$ cat src/rtl/cva5_types.sv
// Shared CVA5 core types: ID space, writeback, retire and trace packets.
package cva5_types;
   localparam int unsigned MAX_IDS = 8;

   typedef logic [$clog2(MAX_IDS)-1:0] id_t;

   typedef struct packed {
      logic        valid;
      id_t         id;
      logic [31:0] data;
   } wb_packet_t;

   typedef struct packed {
      logic valid;
      id_t  id;
   } retire_packet_t;

   typedef struct packed {
      logic        valid;
      logic [31:0] pc;
      logic [31:0] instruction;
   } trace_retire_outputs_t;
endpackage

$ cat src/rtl/retire_order_tracker_pkg.sv
// Constants and helpers local to the retire order tracker.
package retire_order_tracker_pkg;
   import cva5_types::*;

   localparam int unsigned DEFAULT_NUM_WB_PORTS = 2;

   function automatic logic [MAX_IDS-1:0] id_mask(input id_t id);
      id_mask     = '0;
      id_mask[id] = 1'b1;
   endfunction
endpackage

$ cat src/rtl/retire_order_queue.sv
// Head/tail pointer circular buffer control with wrap bits; occupancy is derived from the pointers.
module retire_order_queue #(
   parameter int unsigned DEPTH = 8,
   localparam int unsigned IDX_W = $clog2(DEPTH)
)(
   input  logic             clk_i,
   input  logic             rst_ni,
   input  logic             push_i,
   input  logic             pop_i,
   input  logic             flush_i,
   output logic [IDX_W-1:0] head_idx_o,
   output logic [IDX_W-1:0] tail_idx_o,
   output logic [IDX_W:0]   count_o,
   output logic             full_o,
   output logic             empty_o
);
   logic [IDX_W:0] head_q, head_d, tail_q, tail_d;

   always_comb begin
      head_d = head_q;
      tail_d = tail_q;
      if (pop_i)  head_d = head_q + (IDX_W+1)'(1);
      if (push_i) tail_d = tail_q + (IDX_W+1)'(1);
      if (flush_i) begin
         head_d = '0;
         tail_d = '0;
      end
   end

   always_ff @(posedge clk_i or negedge rst_ni) begin
      if (!rst_ni) begin
         head_q <= '0;
         tail_q <= '0;
      end else begin
         head_q <= head_d;
         tail_q <= tail_d;
      end
   end

   assign head_idx_o = head_q[IDX_W-1:0];
   assign tail_idx_o = tail_q[IDX_W-1:0];
   // Modulo-2*DEPTH difference yields 0..DEPTH thanks to the wrap bit.
   assign count_o    = tail_q - head_q;
   assign empty_o    = (head_q == tail_q);
   assign full_o     = (head_q[IDX_W-1:0] == tail_q[IDX_W-1:0]) && (head_q[IDX_W] != tail_q[IDX_W]);
endmodule

$ cat src/rtl/retire_order_tracker.sv
// In-order retirement tracker: program-ordered queue plus per-ID completion bitmap.
// Define RETIRE_TRACE_EN to add the trace port and per-entry pc/instruction storage.
module retire_order_tracker
   import cva5_types::*;
   import retire_order_tracker_pkg::*;
#(
   parameter int unsigned NUM_WB_PORTS = DEFAULT_NUM_WB_PORTS,
   parameter int unsigned DEPTH        = MAX_IDS
)(
   input  logic                  clk,
   input  logic                  rst_n,
   input  logic                  issue_valid,
   output logic                  issue_ready,
   input  id_t                   issue_id,
   input  logic                  issue_no_wb,
   input  logic [31:0]           issue_pc,
   input  logic [31:0]           issue_instruction,
   input  wb_packet_t            wb [NUM_WB_PORTS],
   input  logic                  flush,
   output retire_packet_t        retire,
`ifdef RETIRE_TRACE_EN
   output trace_retire_outputs_t trace,
`endif
   output logic [$clog2(DEPTH):0] retire_count
);
   localparam int unsigned IDX_W = $clog2(DEPTH);

   typedef struct packed {
      id_t         id;
`ifdef RETIRE_TRACE_EN
      logic [31:0] pc;
      logic [31:0] instruction;
`endif
   } entry_t;

   entry_t             entries_q [DEPTH];
   entry_t             new_entry, head_entry;
   logic [MAX_IDS-1:0] done_q, done_d, inflight_q, inflight_d;
   logic [IDX_W-1:0]   head_idx, tail_idx;
   logic               full, empty, push, pop;

   retire_order_queue #(.DEPTH(DEPTH)) u_queue (
      .clk_i      (clk),
      .rst_ni     (rst_n),
      .push_i     (push),
      .pop_i      (pop),
      .flush_i    (flush),
      .head_idx_o (head_idx),
      .tail_idx_o (tail_idx),
      .count_o    (retire_count),
      .full_o     (full),
      .empty_o    (empty)
   );

   assign issue_ready = ~full;
   assign push        = issue_valid & issue_ready & ~flush;
   assign head_entry  = entries_q[head_idx];
   assign pop         = ~empty & done_q[head_entry.id] & ~flush;

   assign retire.valid = pop;
   assign retire.id    = head_entry.id;

   always_comb begin
      new_entry             = '0;
      new_entry.id          = issue_id;
`ifdef RETIRE_TRACE_EN
      new_entry.pc          = issue_pc;
      new_entry.instruction = issue_instruction;
`endif
   end

   always_ff @(posedge clk) begin
      if (push) entries_q[tail_idx] <= new_entry;
   end

   // Order matters: writebacks, then retire clears, then the new issue claims its ID.
   always_comb begin
      done_d     = done_q;
      inflight_d = inflight_q;
      for (int unsigned i = 0; i < NUM_WB_PORTS; i++) begin
         if (wb[i].valid && inflight_q[wb[i].id]) done_d = done_d | id_mask(wb[i].id);
      end
      if (pop) begin
         done_d     = done_d & ~id_mask(head_entry.id);
         inflight_d = inflight_d & ~id_mask(head_entry.id);
      end
      if (push) begin
         inflight_d = inflight_d | id_mask(issue_id);
         if (issue_no_wb) done_d = done_d | id_mask(issue_id);
         else             done_d = done_d & ~id_mask(issue_id);
      end
      if (flush) begin
         done_d     = '0;
         inflight_d = '0;
      end
   end

   always_ff @(posedge clk or negedge rst_n) begin
      if (!rst_n) begin
         done_q     <= '0;
         inflight_q <= '0;
      end else begin
         done_q     <= done_d;
         inflight_q <= inflight_d;
      end
   end

`ifdef RETIRE_TRACE_EN
   assign trace.valid       = pop;
   assign trace.pc          = head_entry.pc;
   assign trace.instruction = head_entry.instruction;
`endif

   logic unused_inputs;
   always_comb begin
      unused_inputs = 1'b0;
      for (int unsigned i = 0; i < NUM_WB_PORTS; i++) unused_inputs = unused_inputs ^ (^wb[i].data);
`ifndef RETIRE_TRACE_EN
      unused_inputs = unused_inputs ^ (^{issue_pc, issue_instruction});
`endif
   end
endmodule

$ cat config.mk
export PLATFORM = sky130hd
export DESIGN_NAME = retire_order_tracker
export DESIGN_NICKNAME = d
export VERILOG_FILES = /design/src/rtl/cva5_types.sv /design/src/rtl/retire_order_tracker_pkg.sv /design/src/rtl/retire_order_queue.sv /design/src/rtl/retire_order_tracker.sv
export SDC_FILE = /design/constraint.sdc
export NUM_CORES = 1
export LEC_CHECK = 0
export BUFFER_PORTS_ARGS = -buffer_cell sky130_fd_sc_hd__buf_2
export CORE_MARGIN = 1.5
export CORE_UTILIZATION = 40
export DETAILED_ROUTE_END_ITERATION = 7
export GPL_TIMING_DRIVEN = 0
export PLACE_DENSITY = 0.82
export SYNTH_ARGS = -nofsm -noshare
export SYNTH_HDL_FRONTEND = slang
export SYNTH_SLANG_ARGS = --single-unit
$ cat constraint.sdc
create_clock -name clk -period 2.7 [get_ports clk]
set_clock_uncertainty 0.1 [all_clocks]
set_input_delay 0.135 -clock clk [delete_from_list [all_inputs] [get_ports clk]]
set_output_delay 0.135 -clock clk [all_outputs]
set_load 0.1 [all_outputs]
==> impl_metrics.ini <==
[outcome]
outcome = finished, violations left
failing_checks = DRC, setup timing

[cts]
clock_path_buffers = 2
clock_tree.htree_level_count = 2
tritoncts_num_sinks = 48
buffer_type_at_the_clock_tree_root = sky130_fd_sc_hd__clkbuf_8
cts_tree = yes
tritoncts.num_buffers = 5
worstSkewPairLatency_ns = 0.31
clock_transition_at_the_register_clock_pins_on_the_worst_setup_and_hold_paths_after_cts_ns = 0.10

[detailed_routing]
viasPerCell = 6.10
route.detailed.drc = 1
routed_wl_mm = 6.56
vias = 2226
drt_pass1_iterations = 8
wl_per_cell_um = 18.0
drtAntennaViolNets = 0
drt_iter0_markers = 210

[placed_design]
gp_congestion = 0.968
placed_cells_incl_taps = 347
port_buffers = 22
dpl_worst_slack_ns = -0.409
dpl.hpwl_mm = 4.46

[logic_synthesis]
synth-edff-count = 24
yosys_warnings = 0
synth.top_cells.by_area = sky130_fd_sc_hd__edfxtp_1, sky130_fd_sc_hd__dfrtp_1, sky130_fd_sc_hd__nor2_1, sky130_fd_sc_hd__mux2i_1, sky130_fd_sc_hd__mux4_1
mappedNetlistNets = 398
postSynthAreaPerCell_um2 = 10.8
post_synthesis_async_set_or_reset_flop_share = 0.500
ys_seq_area_frac = 0.491
synth.top_cell.area_share = 0.268
ys_dominant_reg_cell = sky130_fd_sc_hd__edfxtp_1
post_synth_instance_area_um2 = 2690
cell_accounting_for_the_most_synthesized_area = sky130_fd_sc_hd__edfxtp_1
ys_types = 60
postSynthCellCount = 248
synth_seq_cells = 48

[worst_setup_path]
cp_slowest_cell = sky130_fd_sc_hd__o41a_1
critPathRequiredTime_ns = 2.47
end_kind = primary output
data_arrival_time_of_the_worst_path_ns = 2.69
cp_cell_sequence = buf_8 -> mux2_2 -> a2bb2oi_1 -> nand3_2 -> clkinv_4 -> o41a_1 -> o211a_1 -> and2_4 -> buf_12
worst_setup_start_kind = flip-flop
critical_path_peak_fanout = 8
timing.critical_path.slowest_cell_delay_ns = 0.50
worst-setup-path-type = flip-flop to primary output

[sta]
timing.setup.tns_ns = -0.428
max_freq_ghz = 0.342
hold-worst-slack_ns = 0.0569
report.final.hold_viol_count = 0
postLayoutSetupSlackWorst_ns = -0.222
timing.max_slew.rel_slack = 0.624
slew_viol_final = 0
setup_repair_after_global_routing_missed_its_margin = yes
final_period_utilization = 1.08
worst_slew_pin_slew_ns = 0.560
setup_viol_count_final = 3
finalWorstPathRequiredPeriod_ns = 2.92

[floorplan]
floorplan.die.width_um = 85.0
rows = 29
core-area_um2 = 6420
ios = 153
overall_die_area_um2 = 7220
initial_core_utilization = 0.419
die_height_um = 85.0

[pwr]
total_leakage_power_nw = 1.26
powerDensity_nw_per_um2 = 652
power.ir.vdd_worst_v = 0.000404

[run]
drv_cap = 0

[global_routing]
grt_antenna_before_repair = 0
gr-total-overflow = 0
grt_pass1_vias = 2092
grt_max_degree = 25
grt_use_total = 0.182
first_pass_grt_wire_length_mm = 10.3

[cells_and_area]
final_core_utilization = 0.496
layoutNonFillerInstCount = 365
drive_gt1_frac = 0.257
final_nets = 437
diodes = 0
area.growth.synth_to_final_pct = 18.4

[hold_path]
path_class_of_the_lowest_slack_min_delay_path = input port to flip-flop
-- worst max-delay path: cells and delay by family, from the launching register on --
| kind | cells | cell delay (ns) |
|---|---|---|
| buffers and inverters | 3 | 0.42 |
| flip-flops | 1 | 0.41 |
| multiplexers | 1 | 0.34 |
| AO/OA/AOI/OAI | 3 | 0.86 |
| AND/OR/NAND/NOR | 2 | 0.34 |
-- worst paths after layout --
kind / start / cells past startpoint / slack (ns) / to
min in group asynchronous: rst_n / 2 / 0.25 / done_q[0]$_DFF_PN0_
worst min-delay path: issue_no_wb / 3 / 0.06 / done_q[0]$_DFF_PN0_
max in group asynchronous: rst_n / 2 / 1.85 / u_queue.head_q[0]$_DFFE_PN0P_
worst max-delay path: u_queue.head_q[0]$_DFFE_PN0P_ / 9 / -0.22 / retire[3]
worst max register to register: u_queue.head_q[0]$_DFFE_PN0P_ / 9 / -0.12 / u_queue.head_q[3]$_DFFE_PN0P_
worst min register to register: inflight_q[7]$_DFF_PN0_ / 1 / 0.44 / inflight_q[7]$_DFF_PN0_
-- final cells by class --
cell class                 count  area, µm²
buffer                         5       30.0
clock buffer                   6       82.6
clock inverter                 2       13.8
fill                         535       3240
inverter                      18       75.1
multi-input combinational    174       1330
sequential                    48       1320
tap                           77       96.3
timing repair buffer          35        228
-- repair_timing --
action / 4_1_cts / 5_1_grt
hold endpoints to repair: 24 / 0
pin swaps: 5 / 2
resized for setup: 14 / 7
setup endpoints to repair: 29 / 23
hold buffers: 1 / 0
setup buffers: 9 / 3
-- state kept, by name (all words and copies together), names as in the netlist --
name            cells
done_q              8
u_queue.head_q      4
entries_q          24
u_queue.tail_q      4
inflight_q          8
-- cell usage in the layout, fill, tap and decap left out, types with 6 or more instances in the layout --
| cell | Yosys | layout |
|---|---|---|
| sky130_fd_sc_hd__a21oi_1 | 12 | 12 |
| sky130_fd_sc_hd__buf_2 | 0 | 20 |
| sky130_fd_sc_hd__buf_4 | 1 | 12 |
| sky130_fd_sc_hd__clkbuf_8 | 0 | 6 |
| sky130_fd_sc_hd__dfrtp_1 | 24 | 22 |
| sky130_fd_sc_hd__edfxtp_1 | 24 | 24 |
| sky130_fd_sc_hd__inv_1 | 15 | 15 |
| sky130_fd_sc_hd__mux2i_1 | 8 | 7 |
| sky130_fd_sc_hd__nand2_1 | 19 | 19 |
| sky130_fd_sc_hd__nand3_1 | 12 | 12 |
| sky130_fd_sc_hd__nand4_1 | 10 | 10 |
| sky130_fd_sc_hd__nor2_1 | 24 | 22 |
| sky130_fd_sc_hd__nor2b_1 | 6 | 6 |
-- where the power goes --
part,total [mW],internal [mW],switching [mW]
combinational,0.800,0.259,0.541
sequential,0.812,0.789,0.0231
clock,0.465,0.210,0.255
-- cells by family after synthesis --
family,Yosys count,share of synthesized area
simple gates,99,0.187
flops,48,0.491
compound gates,46,0.135
buf+inv,26,0.0405
mux,18,0.0996
fa+ha+maj,6,0.0307
xor+xnor,5,0.0163
-- metrics by stage --
step | power [mW] | cell area (µm²)
6_report | 2.08 | 3180
2_1_floorplan | 1.37 | 2720
4_1_cts | 2.03 | 3130
3_3_place_gp | 1.50 | 2930
3_5_place_dp | 1.50 | 2930
5_1_grt | 2.14 | 3180
-- cells in the mapped netlist (6+ instances only) --
| master | instances |
|---|---|
| sky130_fd_sc_hd__clkbuf_1 | 6 |
| sky130_fd_sc_hd__nor3_1 | 7 |
| sky130_fd_sc_hd__nand4_1 | 10 |
| sky130_fd_sc_hd__edfxtp_1 | 24 |
| sky130_fd_sc_hd__a21oi_1 | 12 |
| sky130_fd_sc_hd__nor2b_1 | 6 |
| sky130_fd_sc_hd__mux2i_1 | 8 |
| sky130_fd_sc_hd__nand3_1 | 12 |
| sky130_fd_sc_hd__nand2_1 | 19 |
| sky130_fd_sc_hd__dfrtp_1 | 24 |
| sky130_fd_sc_hd__nor2_1 | 24 |
| sky130_fd_sc_hd__inv_1 | 15 |
-- layer usage --
metal | global-route usage | wire length [µm] | up-vias
met5 | 0 | 0 | -
met4 | 0.0596 | 140 | 0
met3 | 0.0233 | 447 | 17
met2 | 0.301 | 3220 | 113
met1 | 0.249 | 2750 | 1086
li1 | - | - | 1010
Power figures use the tool's default switching activity.
